===== src/rtl/merge_n_if.sv =====
`default_nettype none
// ============================================================================
//  Module   : merge_n_if
//  Brief    : Bundle of N-input merge FIFO-side signals (inputs, strobes, output word).
//  Revision : 1.0
// ============================================================================
interface merge_n_if #(
   parameter int DATA_WIDTH = 32,
   parameter int NUM_INPUTS = 4
);
   localparam int SRC_W = (NUM_INPUTS > 1) ? $clog2(NUM_INPUTS) : 1;

   logic [NUM_INPUTS*DATA_WIDTH-1:0] din;
   logic [NUM_INPUTS-1:0]            buffer_empty;
   logic [NUM_INPUTS-1:0]            chan_en;
   logic                             buffer_out_full;
   logic [NUM_INPUTS-1:0]            read_en;
   logic [DATA_WIDTH-1:0]            dout;
   logic [SRC_W-1:0]                 dout_src;
   logic                             wen;

   modport master (
      output din, buffer_empty, chan_en, buffer_out_full,
      input  read_en, dout, dout_src, wen
   );

   modport slave (
      input  din, buffer_empty, chan_en, buffer_out_full,
      output read_en, dout, dout_src, wen
   );
endinterface
`default_nettype wire


===== src/rtl/merge_n.sv =====
`default_nettype none
// ============================================================================
//  Module   : merge_n
//  Brief    : Merges N input FIFOs into one output FIFO, fixed or round-robin.
//  Revision : 1.0
// ============================================================================
module merge_n #(
   parameter int DATA_WIDTH = 32,
   parameter int NUM_INPUTS = 4,
   parameter int ARB_MODE   = 0
) (
   input  wire logic clk,
   input  wire logic rst,
   merge_n_if.slave  bus
);
   localparam int SRC_W = (NUM_INPUTS > 1) ? $clog2(NUM_INPUTS) : 1;
   localparam logic [SRC_W:0]   c_num_inputs = (SRC_W+1)'(NUM_INPUTS);
   localparam logic [SRC_W-1:0] c_last_init  = SRC_W'(NUM_INPUTS - 1);

   logic [NUM_INPUTS-1:0] r_read_en;
   logic [DATA_WIDTH-1:0] r_dout;
   logic [SRC_W-1:0]      r_dout_src;
   logic                  r_wen;
   logic                  r_stall;
   logic                  r_pending;
   logic [SRC_W-1:0]      r_pend_idx;
   logic [SRC_W-1:0]      r_last_grant;

   logic [NUM_INPUTS-1:0] w_eligible;
   logic                  w_grant_vld;
   logic [SRC_W-1:0]      w_grant_idx;
   logic [SRC_W:0]        w_cand;
   logic                  w_can_read;
   logic [DATA_WIDTH-1:0] w_din_arr [NUM_INPUTS];

   genvar gi;
   generate
      for (gi = 0; gi < NUM_INPUTS; gi++) begin : g_slice
         assign w_din_arr[gi] = bus.din[gi*DATA_WIDTH +: DATA_WIDTH];
      end
   endgenerate

   assign w_eligible = ~bus.buffer_empty & bus.chan_en;

   // Candidate order: 0..N-1 for fixed priority, last_grant+1 upward with wrap otherwise.
   always_comb begin
      w_grant_vld = 1'b0;
      w_grant_idx = '0;
      w_cand      = '0;
      for (int k = 0; k < NUM_INPUTS; k++) begin
         if (ARB_MODE == 0) begin
            w_cand = (SRC_W+1)'(k);
         end else begin
            w_cand = {1'b0, r_last_grant} + (SRC_W+1)'(k + 1);
            if (w_cand >= c_num_inputs) begin
               w_cand = w_cand - c_num_inputs;
            end
         end
         if (!w_grant_vld && w_eligible[w_cand[SRC_W-1:0]]) begin
            w_grant_vld = 1'b1;
            w_grant_idx = w_cand[SRC_W-1:0];
         end
      end
   end

   assign w_can_read = w_grant_vld & ~bus.buffer_out_full & ~r_stall;

   // A capture never coincides with a stall: reads are blocked while full or stalled.
   always_ff @(negedge clk) begin
      if (!rst) begin
         r_read_en    <= '0;
         r_dout       <= '0;
         r_dout_src   <= '0;
         r_wen        <= 1'b0;
         r_stall      <= 1'b0;
         r_pending    <= 1'b0;
         r_pend_idx   <= '0;
         r_last_grant <= c_last_init;
      end else begin
         r_read_en <= '0;
         r_wen     <= 1'b0;
         if (r_pending) begin
            r_dout     <= w_din_arr[r_pend_idx];
            r_dout_src <= r_pend_idx;
            if (!bus.buffer_out_full) begin
               r_wen <= 1'b1;
            end else begin
               r_stall <= 1'b1;
            end
         end else if (r_stall && !bus.buffer_out_full) begin
            r_wen   <= 1'b1;
            r_stall <= 1'b0;
         end
         r_pending <= w_can_read;
         if (w_can_read) begin
            r_read_en    <= NUM_INPUTS'(1) << w_grant_idx;
            r_pend_idx   <= w_grant_idx;
            r_last_grant <= w_grant_idx;
         end
      end
   end

   assign bus.read_en  = r_read_en;
   assign bus.dout     = r_dout;
   assign bus.dout_src = r_dout_src;
   assign bus.wen      = r_wen;
endmodule
`default_nettype wire


===== src/flat_wrapper.sv =====
// flat-port wrapper written by rule: the top's interface ports become plain ports
module merge_n_flat 
#(
   parameter int DATA_WIDTH = 32,
   parameter int NUM_INPUTS = 4,
   parameter int ARB_MODE   = 0
)
  (clk, rst, bus_din, bus_buffer_empty, bus_chan_en, bus_buffer_out_full, bus_read_en, bus_dout, bus_dout_src, bus_wen);
  merge_n_if #(.DATA_WIDTH(DATA_WIDTH), .NUM_INPUTS(NUM_INPUTS)) bus_i ();
  input  wire logic clk;
  input  wire logic rst;
  input wire logic [$bits(bus_i.din)-1:0] bus_din;
  input wire logic [$bits(bus_i.buffer_empty)-1:0] bus_buffer_empty;
  input wire logic [$bits(bus_i.chan_en)-1:0] bus_chan_en;
  input wire logic [$bits(bus_i.buffer_out_full)-1:0] bus_buffer_out_full;
  output wire logic [$bits(bus_i.read_en)-1:0] bus_read_en;
  output wire logic [$bits(bus_i.dout)-1:0] bus_dout;
  output wire logic [$bits(bus_i.dout_src)-1:0] bus_dout_src;
  output wire logic [$bits(bus_i.wen)-1:0] bus_wen;
  assign bus_i.din = bus_din;
  assign bus_i.buffer_empty = bus_buffer_empty;
  assign bus_i.chan_en = bus_chan_en;
  assign bus_i.buffer_out_full = bus_buffer_out_full;
  assign bus_read_en = bus_i.read_en;
  assign bus_dout = bus_i.dout;
  assign bus_dout_src = bus_i.dout_src;
  assign bus_wen = bus_i.wen;
  merge_n #(.DATA_WIDTH(DATA_WIDTH), .NUM_INPUTS(NUM_INPUTS), .ARB_MODE(ARB_MODE)) u_core (.clk(clk), .rst(rst), .bus(bus_i));
endmodule

===== config.mk =====
export PLATFORM = sky130hd
export DESIGN_NAME = merge_n_flat
export DESIGN_NICKNAME = d
export VERILOG_FILES = /design/src/rtl/merge_n_if.sv /design/src/rtl/merge_n.sv /design/src/flat_wrapper.sv
export SDC_FILE = /design/constraint.sdc
export NUM_CORES = 1
export LEC_CHECK = 0
export BUFFER_PORTS_ARGS = -buffer_cell sky130_fd_sc_hd__buf_2
export CAP_MARGIN = 25
export CORE_MARGIN = 2
export CORE_UTILIZATION = 35
export DETAILED_ROUTE_END_ITERATION = 16
export PLACE_DENSITY = 0.81
export SYNTH_ARGS = -nofsm -noshare
export SYNTH_HDL_FRONTEND = slang
export SYNTH_SLANG_ARGS = --single-unit

===== constraint.sdc =====
create_clock -name clk -period 1.3 [get_ports clk]
set_input_delay 0.195 -clock clk [delete_from_list [all_inputs] [get_ports clk]]
set_output_delay 0.195 -clock clk [all_outputs]
set_load 0.1 [all_outputs]

# After elaboration in Yosys (flattened, before gate mapping)
# Cells that the tools add are included.
[word_totals]
mem_count = 0
ramBits = 0
reg_bits = 43
wordCells = 44
latchBits = 0
output_inout_bits = 39
romBits = 0
in_bits = 139
[op_classes]
n_shift = 1
div = 0
bitwise_logic = 7
n_addsub = 0
magnitude_cmp = 1
n_mux = 16
n_mul = 0
n_reduce_logical = 11
eq_ne = 1
[op_table]
columns = ["operator", "count"]
rows = [
  ["32-bit binary-select mux with 2-bit select", 1],
  ["32-bit 2-to-1 mux", 2],
  ["1-bit 2-to-1 mux", 11],
  ["4-bit bitwise AND", 1],
  ["1-bit logical AND", 4],
  ["1-bit logical NOT", 4],
  ["2-bit 2-to-1 mux", 2],
  ["4-bit inverter", 1],
  ["2-bit AND reduction", 2],
  ["1-bit by 2-bit left shift with 4-bit output, first input constant", 1],
  ["3-bit >= comparator, second input constant", 1],
  ["2-bit inverter with 3-bit output", 1],
  ["1-bit bitwise AND", 2],
  ["2-bit inequality test, second input constant", 1],
  ["1-bit inverter", 2],
  ["2-bit nonzero test", 1],
]

# Depth between registers and ports, before layout
# Gate-level depths: netlist of the first run.
[depth]
ltp_word = 15
depth_mapped = 6
ltp_nobuf = 4

==> run_results.csv, run 1 <==
group,metric,value,unit
run_status,outcome,"finished with violations",
run_status,violations,"setup timing",
setup_path,cp.arrival,1540,ps
setup_path,crit_fanout,2,
detailed_routing,routed_wl,7815,um
detailed_routing,wl_met3,591,um
setup_path,path_delay_family,"flip-flops",
timing,tns,-19120,ps
floorplanning,die_x,83.37,um
pwr,p_seq_share,34.1,%
hold_path,worstHoldPathType,"reg -> reg",
global_route,grt_pass1_wl,12630,um
pwr,power_switching,1.612,mW
logic_synthesis,synth-seq-cells,43,
logic_synthesis,synth_ff_type,"dfxtp_1",
logic_synthesis,synth_common_cells,"dfxtp_1, a22o_1, mux4_2",
cts,cts-htree-levels,2,
pwr,clkPwrFrac,32.2,%
setup_path,path_class,"reg -> out",
floorplanning,dieHeight,83.37,um
setup_path,endpoint,"bus_dout[15]",
setup_path,cp-end-kind,"primary output",
detailed_routing,drc,0,
logic_synthesis,synth_cell_types,28,
job,cap_violations,0,
logic_synthesis,yosys_warnings,0,
cts,hold_buffers,0,
timing,layout_setup_ws,-435.8,ps
cts,clockRootBuffer,"clkbuf_8",
detailed_routing,drt-met1-wl,2590,um
timing,setup_violations,74,
setup_path,r2r_slack,-120,ps
finish,final_nets,531,
floorplanning,floorplan.initialDensity,36.80,%
setup_path,crit_path_start_kind,"flip-flop",
floorplanning,fp.coreArea,5991,sq um
cts,cts_sinks,43,
logic_synthesis,ys_seq_area_share,39.05,%
timing,whs,497.9,ps
detailed_routing,top_layer,"met4",
logic_synthesis,syn_area_per_cell,13.69,sq um
global_route,grt_max_degree,32,
setup_path,max_stage_delay,350,ps
detailed_routing,antenna_left,0,
finish,n_antenna_cell,0,
cts,numCtsBuffers,5,
place,gp_congestion,0.8260,
pwr,p_per_area,945.8,nW/um^2
setup_path,regToRegStartpoint,"u_core.r_pend_idx[0]",
setup_path,cpMaxStageDelayCell,"dfxtp_4",
timing,worstMarginPinSlew,238.9,ps
timing,hold_violations,0,
hold_path,min_from,"u_core.bus.dout[15]",
setup_path,rr_endpoint,"u_core.bus.dout[16]",
global_route,grt_pass1_vias,2813,
pwr,power.leakage,2.053,nW
setup_path,reg2reg_depth,3,
finish,area_growth,101.6,%
setup_path,cp-startpoint,"u_core.bus.dout[15]",
pwr,ir_drop,0.0004950,V
floorplanning,rows,28,
cts,cts_tree,"built",
detailed_routing,avgViaCountPerCell,5.122,
global_route,grt-ovfl-total,0,
logic_synthesis,synth.area.top_cells,"dfxtp_1, mux4_2, a22o_1",
cts,clockBufferDepth,2,
global_route,antenna_found_initial,0,
cts,path_clk_slew,40,ps
pwr,pwr-share-comb,33.7,%
setup_path,cp.depth,1,
logic_synthesis,synthCells,161,
pwr,internal_power,2.591,mW
finish,drive_gt1_share,74.30,%
detailed_routing,first_iter_violations,109,
timing,max_slew_margin,84.05,%
detailed_routing,num_vias,2397,
logic_synthesis,yosys.area.top_type,"dfxtp_1",
logic_synthesis,postSynth.asyncResetShare,0,%
floorplanning,dieArea,6950,sq um
place,port_buffers,177,
logic_synthesis,syn_area,2205,sq um
detailed_routing,wire_per_inst,16.70,um
detailed_routing,drt_pre_antenna_iters,6,
place,hpwl,5734,um
timing,clock_skew,26.68,ps
setup_path,crit_chain,"buf_12",
setup_path,required,1110,ps
cts,clock_latency,370,ps
logic_synthesis,synth_top_area_share,39.05,%
logic_synthesis,yosysMostFrequentCell,"dfxtp_1",
logic_synthesis,synth_edf_count,0,
pwr,p_sw_share,38.36,%
detailed_routing,dr_wl_met2,4515,um
timing,timing.final.max_slew_violations,0,
timing,rsz0062_at_grt,"true",
logic_synthesis,synth_nets,300,
setup_path,cp_num_buf_inv,1,
floorplanning,ios,178,
global_route,track_usage,22.75,%
## repair_timing
| item | 4_1_cts | 5_1_grt |
|---|---|---|
| cloned | 3 | 0 |
| gates resized for setup | 24 | 10 |
| setup buffers | 8 | 1 |
| pin swaps | 6 | 4 |
| endpoints found under the setup margin | 75 | 76 |
## cell type report
class,instances,area [sq um]
tap,75,93.84
clock inverter,46,175.2
sequential,43,1008
multi-input combinational,98,1297
clock buffer,5,68.82
fill,391,1546
timing repair buffer,199,1790
inverter,2,10.01
## worst min path at each step
stage                     endpoint  depth (start not counted)
6_report       u_core.bus.dout[15]                          2
3_3_place_gp   u_core.bus.dout[15]                          2
2_1_floorplan       u_core.bus.wen                          2
4_1_cts        u_core.bus.dout[25]                          1
3_5_place_dp   u_core.bus.dout[11]                          1
5_1_grt        u_core.bus.dout[15]                          2
## power by group through the flow
stage	logic, mW	clock network (mW)	registers, mW
6_report	1.42	1.35	1.44
5_1_grt	1.48	1.60	1.44
4_1_cts	1.45	1.42	1.43
3_5_place_dp	1.35	0.204	1.45
3_3_place_gp	1.32	0.204	1.45
2_1_floorplan	0.380	0.204	1.84
## stage by stage
step                      util, %  instances  setup slack (ps)  cell area (sq um)  power, mW
after global routing        74.19        468            -474.4               4444      4.521
after detailed placement    67.06        411            -492.5               4018      3.007
after global placement      67.06        411            -419.8               4018      2.974
after floorplan                 -        161            -306.2               2386      2.422
final                       74.19        468            -435.8               4444      4.203
after CTS                   75.17        472            -449.1               4503      4.295
## kinds of logic (layout without fill, tap and decap cells)
family / after synthesis / count (layout) / synth area share, %
AND/OR/NAND/NOR: 23 / 23 / 5.959
buffers and inverters: 20 / 252 / 5.391
AO/OA/AOI/OAI: 40 / 40 / 14.87
flip-flops: 43 / 43 / 39.05
multiplexers: 35 / 35 / 34.73
## cell usage in the layout, fill, tap and decap left out, types with 2 or more instances in the layout
cell        Yosys  final
nand2_1         5      4
mux4_2         28     32
clkbuf_8        0      5
dfxtp_4         0     39
nand2b_4        0      2
dfxtp_1        43      3
buf_12          0     46
buf_4           1     11
nor2_1          2      2
buf_8           0      2
buf_6           4      9
buf_2           8    131
a22o_1         31     31
clkinvlp_2      0      2
mux2i_1         3      3
nor2b_1         4      2
inv_1           3     45
## registers in the layout, summed over array words and instances, names as in the netlist
register             count
u_core.bus.dout         32
u_core.bus.dout_src      2
u_core.bus.read_en       4
u_core.bus.wen           1
u_core.r_pend_idx        2
u_core.r_pending         1
u_core.r_stall           1
## per-layer routing
metal	track usage (%)	vias to the layer above
met2	44.57	131
met5	0	-
li1	-	1111
met1	20.47	1143
met4	11.03	0
met3	7.555	12
Note: power is estimated with default switching activity, not from simulation.
==> inputs of run 2 (changes only) <==
--- a/config.mk
+++ b/config.mk
@@ -9,6 +9,7 @@
 export CAP_MARGIN = 25
 export CORE_MARGIN = 2
 export CORE_UTILIZATION = 35
+export CTS_BUF_LIST = sky130_fd_sc_hd__clkbuf_16
 export DETAILED_ROUTE_END_ITERATION = 16
 export PLACE_DENSITY = 0.81
 export SYNTH_ARGS = -nofsm -noshare
==> run_results.csv, run 2 (same netlist as run 1, synthesis figures left out) <==
group,metric,value,unit
setup_path,rr_endpoint,"u_core.bus.dout[30]",
finish,largest_register_ffs,32,
finish,final_cell_mix,"buf_2, buf_12, inv_1, dfxtp_4, mux4_2",
cts,clock_latency,360,ps
setup_path,required,1110,ps
cts,cts-htree-levels,2,
timing,rsz0062_at_grt,"true",
timing,max_slew_margin,83.24,%
floorplanning,dieHeight,83.37,um
setup_path,r2r_slack,-160,ps
cts,path_clk_slew,50,ps
pwr,power.leakage,2.114,nW
run_status,violations,"setup timing",
setup_path,path_delay_family,"flip-flops",
detailed_routing,drt_pre_antenna_iters,5,
floorplanning,fp.coreArea,5991,sq um
cts,clockRootBuffer,"clkbuf_16",
floorplanning,die_x,83.37,um
global_route,grt_pass1_vias,2844,
pwr,ir_drop,0.0005856,V
cts,numCtsBuffers,5,
timing,setup_violations,75,
detailed_routing,wire_per_inst,17.06,um
setup_path,cp_num_buf_inv,1,
timing,hold_violations,0,
detailed_routing,first_iter_violations,87,
detailed_routing,avgViaCountPerCell,5.166,
place,port_buffers,177,
finish,final-seq-area,1008,sq um
pwr,clkPwrFrac,37.2,%
pwr,power.total,4.598,mW
setup_path,cpMaxStageDelayCell,"dfxtp_4",
detailed_routing,antenna_left,0,
setup_path,crit_path_start_kind,"flip-flop",
pwr,p_seq_share,31.2,%
setup_path,path_class,"reg -> out",
finish,drive_gt1_share,74.75,%
global_route,antenna_found_initial,0,
setup_path,regToRegStartpoint,"u_core.r_pend_idx[0]",
finish,n_antenna_cell,0,
setup_path,crit_fanout,2,
setup_path,endpoint,"bus_dout[28]",
timing,worstMarginPinSlew,251.1,ps
detailed_routing,routed_wl,8033,um
floorplanning,rows,28,
setup_path,reg2reg_depth,4,
job,cap_violations,0,
timing,timing.final.max_slew_violations,0,
place,hpwl,5734,um
timing,whs,497.7,ps
setup_path,cp.arrival,1540,ps
hold_path,worstHoldPathType,"reg -> reg",
pwr,p_per_area,1004,nW/um^2
finish,final_common_cell,"buf_2",
setup_path,cp.depth,1,
timing,layout_setup_ws,-431.4,ps
cts,hold_buffers,0,
global_route,grt_max_degree,32,
setup_path,cp-end-kind,"primary output",
cts,cts_sinks,43,
setup_path,crit_chain,"buf_12",
cts,clockBufferDepth,2,
finish,final_nets,534,
setup_path,cp-startpoint,"u_core.bus.dout[28]",
timing,clock_skew,21.14,ps
global_route,grt_pass1_wl,12740,um
run_status,outcome,"finished with violations",
setup_path,max_stage_delay,360,ps
pwr,power_switching,1.646,mW
detailed_routing,drc,0,
finish,fill_cells,375,
pwr,internal_power,2.952,mW
place,gp_congestion,0.8260,
finish,multi_input_area,1313,sq um
cts,cts_tree,"built",
global_route,track_usage,22.89,%
detailed_routing,num_vias,2433,
pwr,pwr-share-comb,31.6,%
floorplanning,ios,178,
floorplanning,floorplan.initialDensity,36.80,%
floorplanning,dieArea,6950,sq um
global_route,grt-ovfl-total,0,
timing,tns,-19660,ps
pwr,p_sw_share,35.80,%
finish,area_growth,107.8,%
==> run 2: changes by cell type in the layout (fill, tap and decap cells not counted), moves of 2 or more <==
cell,change
buf_6,+5
clkbuf_16,+5
clkbuf_8,-5
buf_2,-3
buf_12,+2
==> run 2: metal layers <==
metal / track usage [%] / wire [um]
met1: 20.58 / 2602
met2: 45.09 / 4675
met3: 6.660 / 568
met4: 12.07 / 185
met5: 0 / 0
==> run 2: worst min-delay path by stage <==
stage                                   start                   to  cells after the start
after global placement    u_core.bus.dout[15]  u_core.bus.dout[15]                      2
after floorplan                u_core.r_stall       u_core.bus.wen                      2
after detailed placement  u_core.bus.dout[11]  u_core.bus.dout[11]                      1
after global routing      u_core.bus.dout[19]  u_core.bus.dout[19]                      1
final                     u_core.bus.dout[25]  u_core.bus.dout[25]                      1
after CTS                 u_core.bus.dout[24]  u_core.bus.dout[24]                      1
==> run 2: what timing repair did <==
item / in CTS / in global routing
buffers inserted: 8 / 2
pin swaps: 6 / 5
cloned: 3 / 0
gates resized for setup: 24 / 14
setup endpoints to repair: 75 / 76
==> run 2: through the flow <==
stage,instances,setup WS [ps],util (%),instance area (sq um)
finish,471,-431.4,76.48,4582
detailed placement,411,-492.5,67.06,4018
CTS,472,-442.0,76.36,4574
global route,471,-463.1,76.48,4582
global placement,411,-419.8,67.06,4018
floorplan,161,-306.2,-,2386
==> run 2: cell type report <==
cell class / count / area share [%]
timing repair buffer: 202 / 40.52
clock inverter: 46 / 3.823
clock buffer: 5 / 2.731
multi-input combinational: 98 / 28.65
sequential: 43 / 22.01
inverter: 2 / 0.2185
tap: 75 / 2.048
==> run 2: power groups by stage <==
stage	sequential [mW]	combinational, mW	clock (mW)
floorplan	1.84	0.380	0.204
detailed placement	1.45	1.35	0.204
global route	1.44	1.52	1.99
CTS	1.44	1.45	1.79
finish	1.43	1.45	1.71
global placement	1.45	1.32	0.204
==> inputs of run 3 (changes only) <==
--- a/config.mk
+++ b/config.mk
@@ -11,6 +11,7 @@
 export CORE_UTILIZATION = 35
 export CTS_BUF_LIST = sky130_fd_sc_hd__clkbuf_16
 export DETAILED_ROUTE_END_ITERATION = 16
+export MAX_ROUTING_LAYER = met4
 export PLACE_DENSITY = 0.81
 export SYNTH_ARGS = -nofsm -noshare
 export SYNTH_HDL_FRONTEND = slang
==> run_results.csv, run 3 (same netlist as run 1, synthesis figures left out) <==
group,metric,value,unit
finish,drive_gt1_share,74.75,%
floorplanning,rows,28,
timing,timing.final.max_slew_violations,0,
finish,area_growth,107.8,%
pwr,pwr-share-comb,31.5,%
detailed_routing,wire_per_inst,17.11,um
pwr,clkPwrFrac,37.3,%
global_route,track_usage,23.61,%
run_status,violations,"setup timing",
setup_path,cp-startpoint,"u_core.bus.dout[28]",
finish,final_cells,471,
finish,final_cell_mix,"buf_2, buf_12, inv_1, dfxtp_4, mux4_2",
detailed_routing,drc,0,
finish,n_antenna_cell,0,
cts,numCtsBuffers,5,
global_route,antenna_found_initial,0,
place,pre_cts_ws,-492.5,ps
setup_path,required,1110,ps
detailed_routing,routed_wl,8057,um
timing,layout_setup_ws,-431.1,ps
detailed_routing,avgViaCountPerCell,5.174,
finish,multi_input_area,1313,sq um
global_route,grt_max_degree,32,
finish,final_common_cell,"buf_2",
finish,fill_cells,375,
timing,setup_violations,75,
timing,rsz0062_at_grt,"true",
cts,cts-htree-levels,2,
place,dp.cells,411,
pwr,p_sw_share,35.89,%
pwr,ir_drop,0.0005910,V
place,gp_congestion,0.8385,
setup_path,crit_fanout,2,
cts,cts_tree,"built",
cts,cts_sinks,43,
pwr,p_per_area,1005,nW/um^2
floorplanning,ios,178,
setup_path,max_stage_delay,360,ps
setup_path,cp_num_buf_inv,1,
pwr,power.leakage,2.114,nW
cts,path_clk_slew,50,ps
setup_path,cpMaxStageDelayCell,"dfxtp_4",
finish,final-seq-area,1008,sq um
pwr,p_seq_share,31.2,%
timing,hold_violations,0,
detailed_routing,first_iter_violations,93,
finish,fin_util,76.48,%
setup_path,crit_path_start_kind,"flip-flop",
timing,worstMarginPinSlew,242.5,ps
detailed_routing,num_vias,2437,
timing,clock_skew,22.27,ps
floorplanning,die_x,83.37,um
timing,max_slew_margin,83.81,%
hold_path,min_from,"u_core.bus.dout[15]",
setup_path,regToRegStartpoint,"u_core.r_pend_idx[0]",
floorplanning,dieArea,6950,sq um
pwr,power.total,4.605,mW
setup_path,path_delay_family,"flip-flops",
cts,clock_latency,360,ps
pwr,internal_power,2.952,mW
setup_path,cp.arrival,1540,ps
finish,largest_register_ffs,32,
floorplanning,dieHeight,83.37,um
detailed_routing,drt_pre_antenna_iters,4,
setup_path,crit_chain,"buf_12",
place,hpwl,5734,um
floorplanning,fp.coreArea,5991,sq um
global_route,grt_pass1_wl,12740,um
detailed_routing,antenna_left,0,
cts,hold_buffers,0,
job,cap_violations,0,
cts,clockRootBuffer,"clkbuf_16",
timing,whs,497.4,ps
global_route,grt-ovfl-total,0,
run_status,outcome,"finished with violations",
pwr,power_switching,1.653,mW
global_route,grt_pass1_vias,2838,
cts,clockBufferDepth,2,
hold_path,worstHoldPathType,"reg -> reg",
finish,final_nets,534,
floorplanning,floorplan.initialDensity,36.80,%
setup_path,cp-end-kind,"primary output",
place,port_buffers,177,
setup_path,path_class,"reg -> out",
run 3: cell counts in the layout (fill, tap and decap cells not counted):
Identical to the previous run, type by type.
run 3: per-layer routing:
| layer | part of all wire [%] | vias to the layer above | wire, um | track usage, % |
|---|---|---|---|---|
| li1 | - | 1122 | - | - |
| met1 | 33 | 1156 | 2683 | 20.90 |
| met2 | 58 | 141 | 4674 | 45.09 |
| met3 | 6.6 | 18 | 534 | 6.064 |
| met4 | 2.0 | 0 | 165 | 12.67 |
| met5 | 0 | - | 0 | - |
run 3: metrics by stage:
stage	instance area, sq um	setup TNS (ps)
global placement	4018	-17050
floorplan	2386	-13520
finish	4582	-19650
global route	4582	-22180
detailed placement	4018	-17980
CTS	4574	-21010
run 3: final timing paths:
| check | end | slack [ps] | cells past startpoint |
|---|---|---|---|
| worst max-delay path | bus_dout[28] | -430 | 1 |
| worst max register to register | u_core.bus.dout[30] | -160 | 4 |
| worst min-delay path | u_core.bus.dout[15] | 500 | 2 |
| worst min register to register | u_core.bus.dout[15] | 500 | 2 |
run 3: final cells by class:
class                   instances  share of cell area [%]
inverters                       2                  0.2185
well taps                      75                   2.048
flip-flops and latches         43                   22.01
clock buffers                   5                   2.731
repair buffers                202                   40.52
clock inverters                46                   3.823
multi-input cells              98                   28.65
run 3: timing repair:
action | 4_1_cts | 5_1_grt
setup endpoints to repair | 75 | 76
pin swaps | 6 | 5
gates resized for setup | 24 | 14
cloned | 3 | 0
endpoints found under the hold margin | 0 | 0
setup buffers | 8 | 2
run 3: power by group through the flow:
| stage | registers [mW] | logic, mW | clock network (mW) |
|---|---|---|---|
| 6_report | 1.43 | 1.45 | 1.72 |
| 5_1_grt | 1.44 | 1.52 | 1.99 |
| 4_1_cts | 1.44 | 1.45 | 1.79 |
| 3_5_place_dp | 1.45 | 1.35 | 0.204 |
| 3_3_place_gp | 1.45 | 1.32 | 0.204 |
| 2_1_floorplan | 1.84 | 0.380 | 0.204 |
